`src/rtl/cbus_arbiter_pkg.sv`:
```
// Shared cache-bus types, arbitration policy constants and FSM state encoding.
package common;

  localparam int unsigned ARB_FIXED = 0;
  localparam int unsigned ARB_RR    = 1;

  typedef struct packed {
    logic        valid;
    logic        is_write;
    logic [2:0]  size;
    logic [63:0] addr;
    logic [7:0]  strobe;
    logic [63:0] data;
    logic [3:0]  len;
    logic [1:0]  burst;
  } cbus_req_t;

  typedef struct packed {
    logic        ready;
    logic        last;
    logic [63:0] data;
  } cbus_resp_t;

  typedef enum logic {IDLE, BUSY} arb_state_t;

  // Grant index width; a single requester still gets a 1-bit index.
  function automatic int unsigned idx_width(input int unsigned n);
    return (n > 1) ? $clog2(n) : 1;
  endfunction

endpackage

```
`src/rtl/cbus_arbiter_pick.sv`:
```
// Combinational winner selection: fixed priority (highest index) or round-robin.
module cbus_arb_pick
  import common::*;
#(
  parameter int unsigned NUM_REQ = 2,
  parameter int unsigned POLICY  = ARB_FIXED
) (
  input  logic [NUM_REQ-1:0]             valid,
  input  logic [idx_width(NUM_REQ)-1:0]  rr_ptr,
  output logic [idx_width(NUM_REQ)-1:0]  winner,
  output logic                           any_valid
);

  localparam int unsigned IW = idx_width(NUM_REQ);

  logic [IW-1:0] cand;

  // Scan candidates; later hits overwrite earlier ones, so the scan order
  // encodes the priority (ascending index for fixed, descending distance for RR).
  always_comb begin
    winner    = '0;
    any_valid = 1'b0;
    cand      = '0;
    if (POLICY == ARB_FIXED) begin
      for (int unsigned i = 0; i < NUM_REQ; i++) begin
        if (valid[IW'(i)]) begin
          winner    = IW'(i);
          any_valid = 1'b1;
        end
      end
    end else begin
      for (int unsigned k = NUM_REQ; k > 0; k--) begin
        cand = IW'((32'(rr_ptr) + k) % NUM_REQ);
        if (valid[cand]) begin
          winner    = cand;
          any_valid = 1'b1;
        end
      end
    end
  end

endmodule

```
`src/rtl/cbus_arbiter.sv`:
```
// Cache-bus arbiter: grants one requester per transaction and holds the grant
// until the memory side signals the last beat.
module cbus_arbiter
  import common::*;
#(
  parameter int unsigned NUM_REQ = 2,
  parameter int unsigned POLICY  = ARB_FIXED
) (
  input  logic                           clk,
  input  logic                           resetn,
  input  cbus_req_t                      ireqs  [NUM_REQ],
  output cbus_resp_t                     iresps [NUM_REQ],
  output cbus_req_t                      oreq,
  input  cbus_resp_t                     oresp,
  output logic                           busy,
  output logic [idx_width(NUM_REQ)-1:0]  grant_idx
);

  localparam int unsigned IW = idx_width(NUM_REQ);

  arb_state_t        state_q, state_d;
  logic [IW-1:0]     sel_q, sel_d;
  logic [IW-1:0]     rr_ptr_q, rr_ptr_d;
  logic [NUM_REQ-1:0] req_valid;
  logic [IW-1:0]     winner;
  logic              any_valid;

  // Gather request valids for the selector.
  always_comb begin
    req_valid = '0;
    for (int unsigned i = 0; i < NUM_REQ; i++) begin
      req_valid[i] = ireqs[i].valid;
    end
  end

  cbus_arb_pick #(
    .NUM_REQ (NUM_REQ),
    .POLICY  (POLICY)
  ) u_pick (
    .valid     (req_valid),
    .rr_ptr    (rr_ptr_q),
    .winner    (winner),
    .any_valid (any_valid)
  );

  // State, grant and round-robin pointer registers.
  always_ff @(posedge clk or negedge resetn) begin
    if (!resetn) begin
      state_q  <= IDLE;
      sel_q    <= '0;
      rr_ptr_q <= IW'(NUM_REQ - 1);
    end else begin
      state_q  <= state_d;
      sel_q    <= sel_d;
      rr_ptr_q <= rr_ptr_d;
    end
  end

  // Next-state logic and bus muxing; the bus is only connected while granted.
  always_comb begin
    state_d  = state_q;
    sel_d    = sel_q;
    rr_ptr_d = rr_ptr_q;
    oreq     = '0;
    for (int unsigned i = 0; i < NUM_REQ; i++) begin
      iresps[i] = '0;
    end
    case (state_q)
      IDLE: begin
        if (any_valid) begin
          state_d  = BUSY;
          sel_d    = winner;
          rr_ptr_d = winner;
        end
      end
      BUSY: begin
        oreq          = ireqs[sel_q];
        iresps[sel_q] = oresp;
        if (oresp.ready && oresp.last) begin
          state_d = IDLE;
        end
      end
      default: state_d = IDLE;
    endcase
  end

  assign busy      = (state_q == BUSY);
  assign grant_idx = sel_q;

endmodule

```
`config.mk`:
```
export PLATFORM = sky130hd
export DESIGN_NAME = cbus_arbiter
export DESIGN_NICKNAME = d
export VERILOG_FILES = /design/src/rtl/cbus_arbiter_pkg.sv /design/src/rtl/cbus_arbiter_pick.sv /design/src/rtl/cbus_arbiter.sv
export SDC_FILE = /design/constraint.sdc
export NUM_CORES = 1
export LEC_CHECK = 0
export BUFFER_PORTS_ARGS = -buffer_cell sky130_fd_sc_hd__buf_2
export CAP_MARGIN = 20
export CORE_AREA = 2 2 249 251
export CTS_CLUSTER_DIAMETER = 50
export DETAILED_ROUTE_END_ITERATION = 8
export DIE_AREA = 0 0 251 253
export PLACE_DENSITY = 0.31
export REMOVE_ABC_BUFFERS = 1
export SLEW_MARGIN = 20
export SYNTH_ARGS = -nofsm -noshare
export SYNTH_HDL_FRONTEND = slang
export SYNTH_SLANG_ARGS = --single-unit
```
`constraint.sdc`:
```
create_clock -name clk -period 1.7 [get_ports clk]
set_input_delay 0.17 -clock clk [delete_from_list [all_inputs] [get_ports clk]]
set_output_delay 0.17 -clock clk [all_outputs]
set_load 0.02 [all_outputs]
```
[Word-level counts from Yosys, hierarchy flattened]
Index checks and enable logic that the tools add are counted.
Storage, ports and cells
  logic and storage cells: 23
  output and inout bits: 281
  flip-flop bits (word level): 2
  input bits: 362
Cells by class
  order comparisons: 2
  muxes and demuxes: 13
  bitwise operators: 3
  reductions and logical operators: 3
Operator list (number)
  $mux 147: 4
  $and 132x132->132: 1
  $mux 132: 1
  $demux 66 s1: 1
  $mux 66: 1
  $mux 1: 5
  $ge 2x2->1 const B: 1
  $logic_and 1x1->1: 2
  $lt 2x1->1 const B: 1
  $not 1->2: 1
  $pmux 1 s2: 1
  $reduce_and 2->1: 1
  $not 1->1: 1

[Logic depth before layout (Yosys ltp)]
  word-level depth: 7
  gate-level depth with buffers: 5
  gate-level depth less buffers: 2

[Hierarchy]
From an unflattened synthesis, not the netlist that was laid out.
Unflattened totals
  cell total of the unflattened synthesis: 492
  area, all modules: 3738.6 um^2
Modules (own cells, without submodules)
  cbus_arbiter: cells an instance 490, instances 1, area an instance 3724.8 um^2, seq. area each 76.3 um^2
  cbus_arb_pick: cells an instance 2, instances 1, area an instance 13.8 um^2, seq. area each 0.0 um^2

[Worst setup path before layout]
No wires, ideal clock.
  path kind: register to output
  start point: register sel_q (netlist: grant_idx)
  end point: output port oreq[100] (netlist bit)
  setup slack: 200 ps
  data required time: 1530 ps
  buffers on the path: 3
  arrival: 1330 ps
  cell stages (with the launch flop): 6
  cell sequence: dfrtp_1 > buf_4 > buf_8 > buf_8 > mux2i_1 > nor2_1
RTL lines
  start: declaration: RTL line cbus_arbiter.sv:22  | logic [IW-1:0] sel_q, sel_d;
  start signal: assignment: RTL line cbus_arbiter.sv:54  | sel_q <= sel_d;
  end: declaration: RTL line cbus_arbiter.sv:13  | output cbus_req_t oreq,

==> impl_metrics.yaml <==
final_layout:
  postLayoutCoreUtil_pct: 14.3
  nFillCells: 7113
  layout-drive-gt1-share_pct: 67.3
  final_cell_mix: "buf_2, nor2_1, mux2i_1, buf_4, and3_1"
  area_growth_pct: 162
  final_common_cell: "buf_2"
  postLayoutCellArea_um2: 8730
  nNetsFinal: 1490
detailed_routing:
  drtAntennaViolNets: 0
  viasPerCell: 3.27
  drc: 0
  drt_first_pass_iters: 6
  drtIter0Drc: 262
  totalWireLength_um: 41200
  wl_per_cell_um: 21.4
  met1_length_um: 16300
  routed-wl-met2_um: 21500
  vias: 6286
  top_layer: "met5"
  wl_met3_um: 2720
timing:
  clock_skew_ps: 0.495
  relSlewSlack_pct: 79.0
  finalSetupTns_ps: -8480
  max_freq_mhz: 553
  post-route-period-util_pct: 106
  tightest_slew_ps: 308
  drv_slew: 0
  finalSetupViolCount: 151
  rsz0062_at_grt: "true"
  finalHoldViolCount: 0
  setup_slack_ps: -108
  period_needed_ps: 1810
critical_path:
  critPathKind: "flop to output port"
  r2r-start: "busy"
  worstPathRequired_ps: 1530
  ff2ff_path_depth: 3
  end_kind: "output port"
  critPathMaxFanout: 16
  critical_path_arrival_ps: 1640
  start_kind: "flop"
  timing.rr.end: "grant_idx"
  regToRegSetupSlack_ps: 470
  cp-startpoint: "grant_idx"
run_status:
  violations: "setup timing"
  outcome: "finished, violations left"
global_route:
  track_usage_pct: 11.7
  gr-total-overflow: 0
  grt_first_pass_wirelength_um: 51800
  grt_max_degree: 66
  antenna_found_initial: 30
  grt_pass1_vias: 6188
synthesis:
  synthCells: 490
  synth_xor_area_share_pct: 0
  synth_compound_area_share_pct: 0.451
  avgSynthCellArea_um2: 6.79
  synth_top_area_share_pct: 44.2
  synth_fa_ha_area_share_pct: 0
  synth_top_family_by_area: "multiplexers"
  muxShareOfSynthArea_pct: 44.2
  ys_types: 17
  yosys_warnings: 0
  seq_area_frac_synth_pct: 1.50
  synth_edf_count: 0
  async_reset_ff_share_pct: 100
  netlist_area_um2: 3330
  ys_seq_elements: 2
  synth-simple-area-share_pct: 42.2
  ys.flop_type: "dfrtp_1"
  synth_top_area_cell: "mux2i_1"
  synth_area_leaders: "mux2i_1, nor2_1, and3_1"
floorplan:
  coreArea_um2: 61000
  initial_core_util_pct: 5.46
  ioPinCount: 643
  die_area_um2: 63500
  rows: 91
  die_h_um: 253
  fp.dieW_um: 251
power_and_ir_drop:
  comb_power_share_pct: 93.6
  pwr-share-seq_pct: 1.2
  p_sw_uw: 3680
  ir_drop_mv: 0.263
  p_per_area_nw_per_um2: 785
  p_clk_share_pct: 5.2
  swShare_pct: 53.6
  p_int_uw: 3180
  p_leak_uw: 0.00500
worst_hold_path:
  hold_path.class: "input pin to flop"
  hold_depth: 2
  min_to: "busy"
  min_from: "oresp[64]"
cts:
  worstSkewPairLatency_ps: 220
  cts-root-buf: "clkbuf_16"
  clock_path_buffers: 2
  ctsHtreeMaxLevel: 1
  cts_buffers: 3
  cts_tree: "yes"
  clock-sinks: 2
  path_clk_slew_ps: 30
place:
  port_buffers: 642
  place_area_um2: 7520
  hpwl_um: 36600
  gp_congestion: 0.826
job:
  maxCapViolations: 0
synthesized netlist by cell type, types with 2 or more instances:
cell	count
buf_8	10
clkbuf_1	10
and3_1	66
dfrtp_1	2
buf_4	9
clkbuf_2	7
buf_2	19
and2_1	65
nor2_1	148
mux2i_1	147
timing repair:
action	4_1_cts	5_1_grt
setup buffers	4	2
endpoints found under the hold margin	2	0
pin swaps	2	3
setup endpoints to repair	196	236
resized for setup	169	111
hold buffers	1	0
gates cloned	3	6
worst max-delay path, cell delays in order, from the launching register on:
cell and delay [ps]:
dfrtp_4 510, buf_12 180, nor2b_4 140, buf_12 140, buf_12 150, and2_1 150, buf_4 140
per-stage QoR:
| stage | hold slack [ps] | setup WS (ps) | power [uW] | cells |
|---|---|---|---|---|
| global placement | -38.3 | -192 | 5500 | 1898 |
| detailed placement | -40.4 | -207 | 5510 | 1898 |
| finish | 170 | -108 | 6850 | 1922 |
| global route | 198 | -158 | 7240 | 1918 |
| CTS | 163 | -155 | 6530 | 1909 |
| floorplan | -126 | -5370 | 2790 | 435 |
power by group through the flow:
stage	sequential (uW)	combinational, uW	clock (uW)
floorplan	323	2470	0
global placement	76.9	5420	0
detailed placement	78.2	5430	0
CTS	82.3	6090	358
global route	83.4	6790	366
finish	82.2	6420	354
sequential cells by signal, indices dropped and copies added (netlist names):
register,cells
busy,1
grant_idx,1
worst max-delay path by stage:
stage                  end  slack (ps)  cells after the start
6_report        iresps[83]        -110                      6
5_1_grt           oreq[57]        -160                      5
4_1_cts           oreq[57]        -150                      5
3_5_place_dp       oreq[2]        -210                      4
3_3_place_gp       oreq[2]        -190                      4
2_1_floorplan  iresps[100]       -5370                      2
cell families (layout without fill, tap and decap cells):
kind of cell | Yosys count | count (layout)
flops | 2 | 2
compound gates | 2 | 2
simple gates | 283 | 283
other cells | 0 | 6
buf+inv | 56 | 692
mux | 147 | 147
final cells by class:
type                    instances  area (um^2)  share of cell area (%)
inverters                       1         16.3                   0.186
multi-input cells             432         3150                    36.1
well taps                     790          988                    11.3
flip-flops and latches          2         55.1                   0.630
diodes                          6         15.0                   0.172
repair buffers                688         4430                    50.8
clock buffers                   3         75.1                   0.859
layer usage:
layer,up-vias,GRT usage (%)
met5,-,0
met4,8,1.09
met3,58,2.10
met2,448,22.6
met1,2842,13.7
li1,2930,-
No activity file was read; power rests on OpenSTA's default activity.
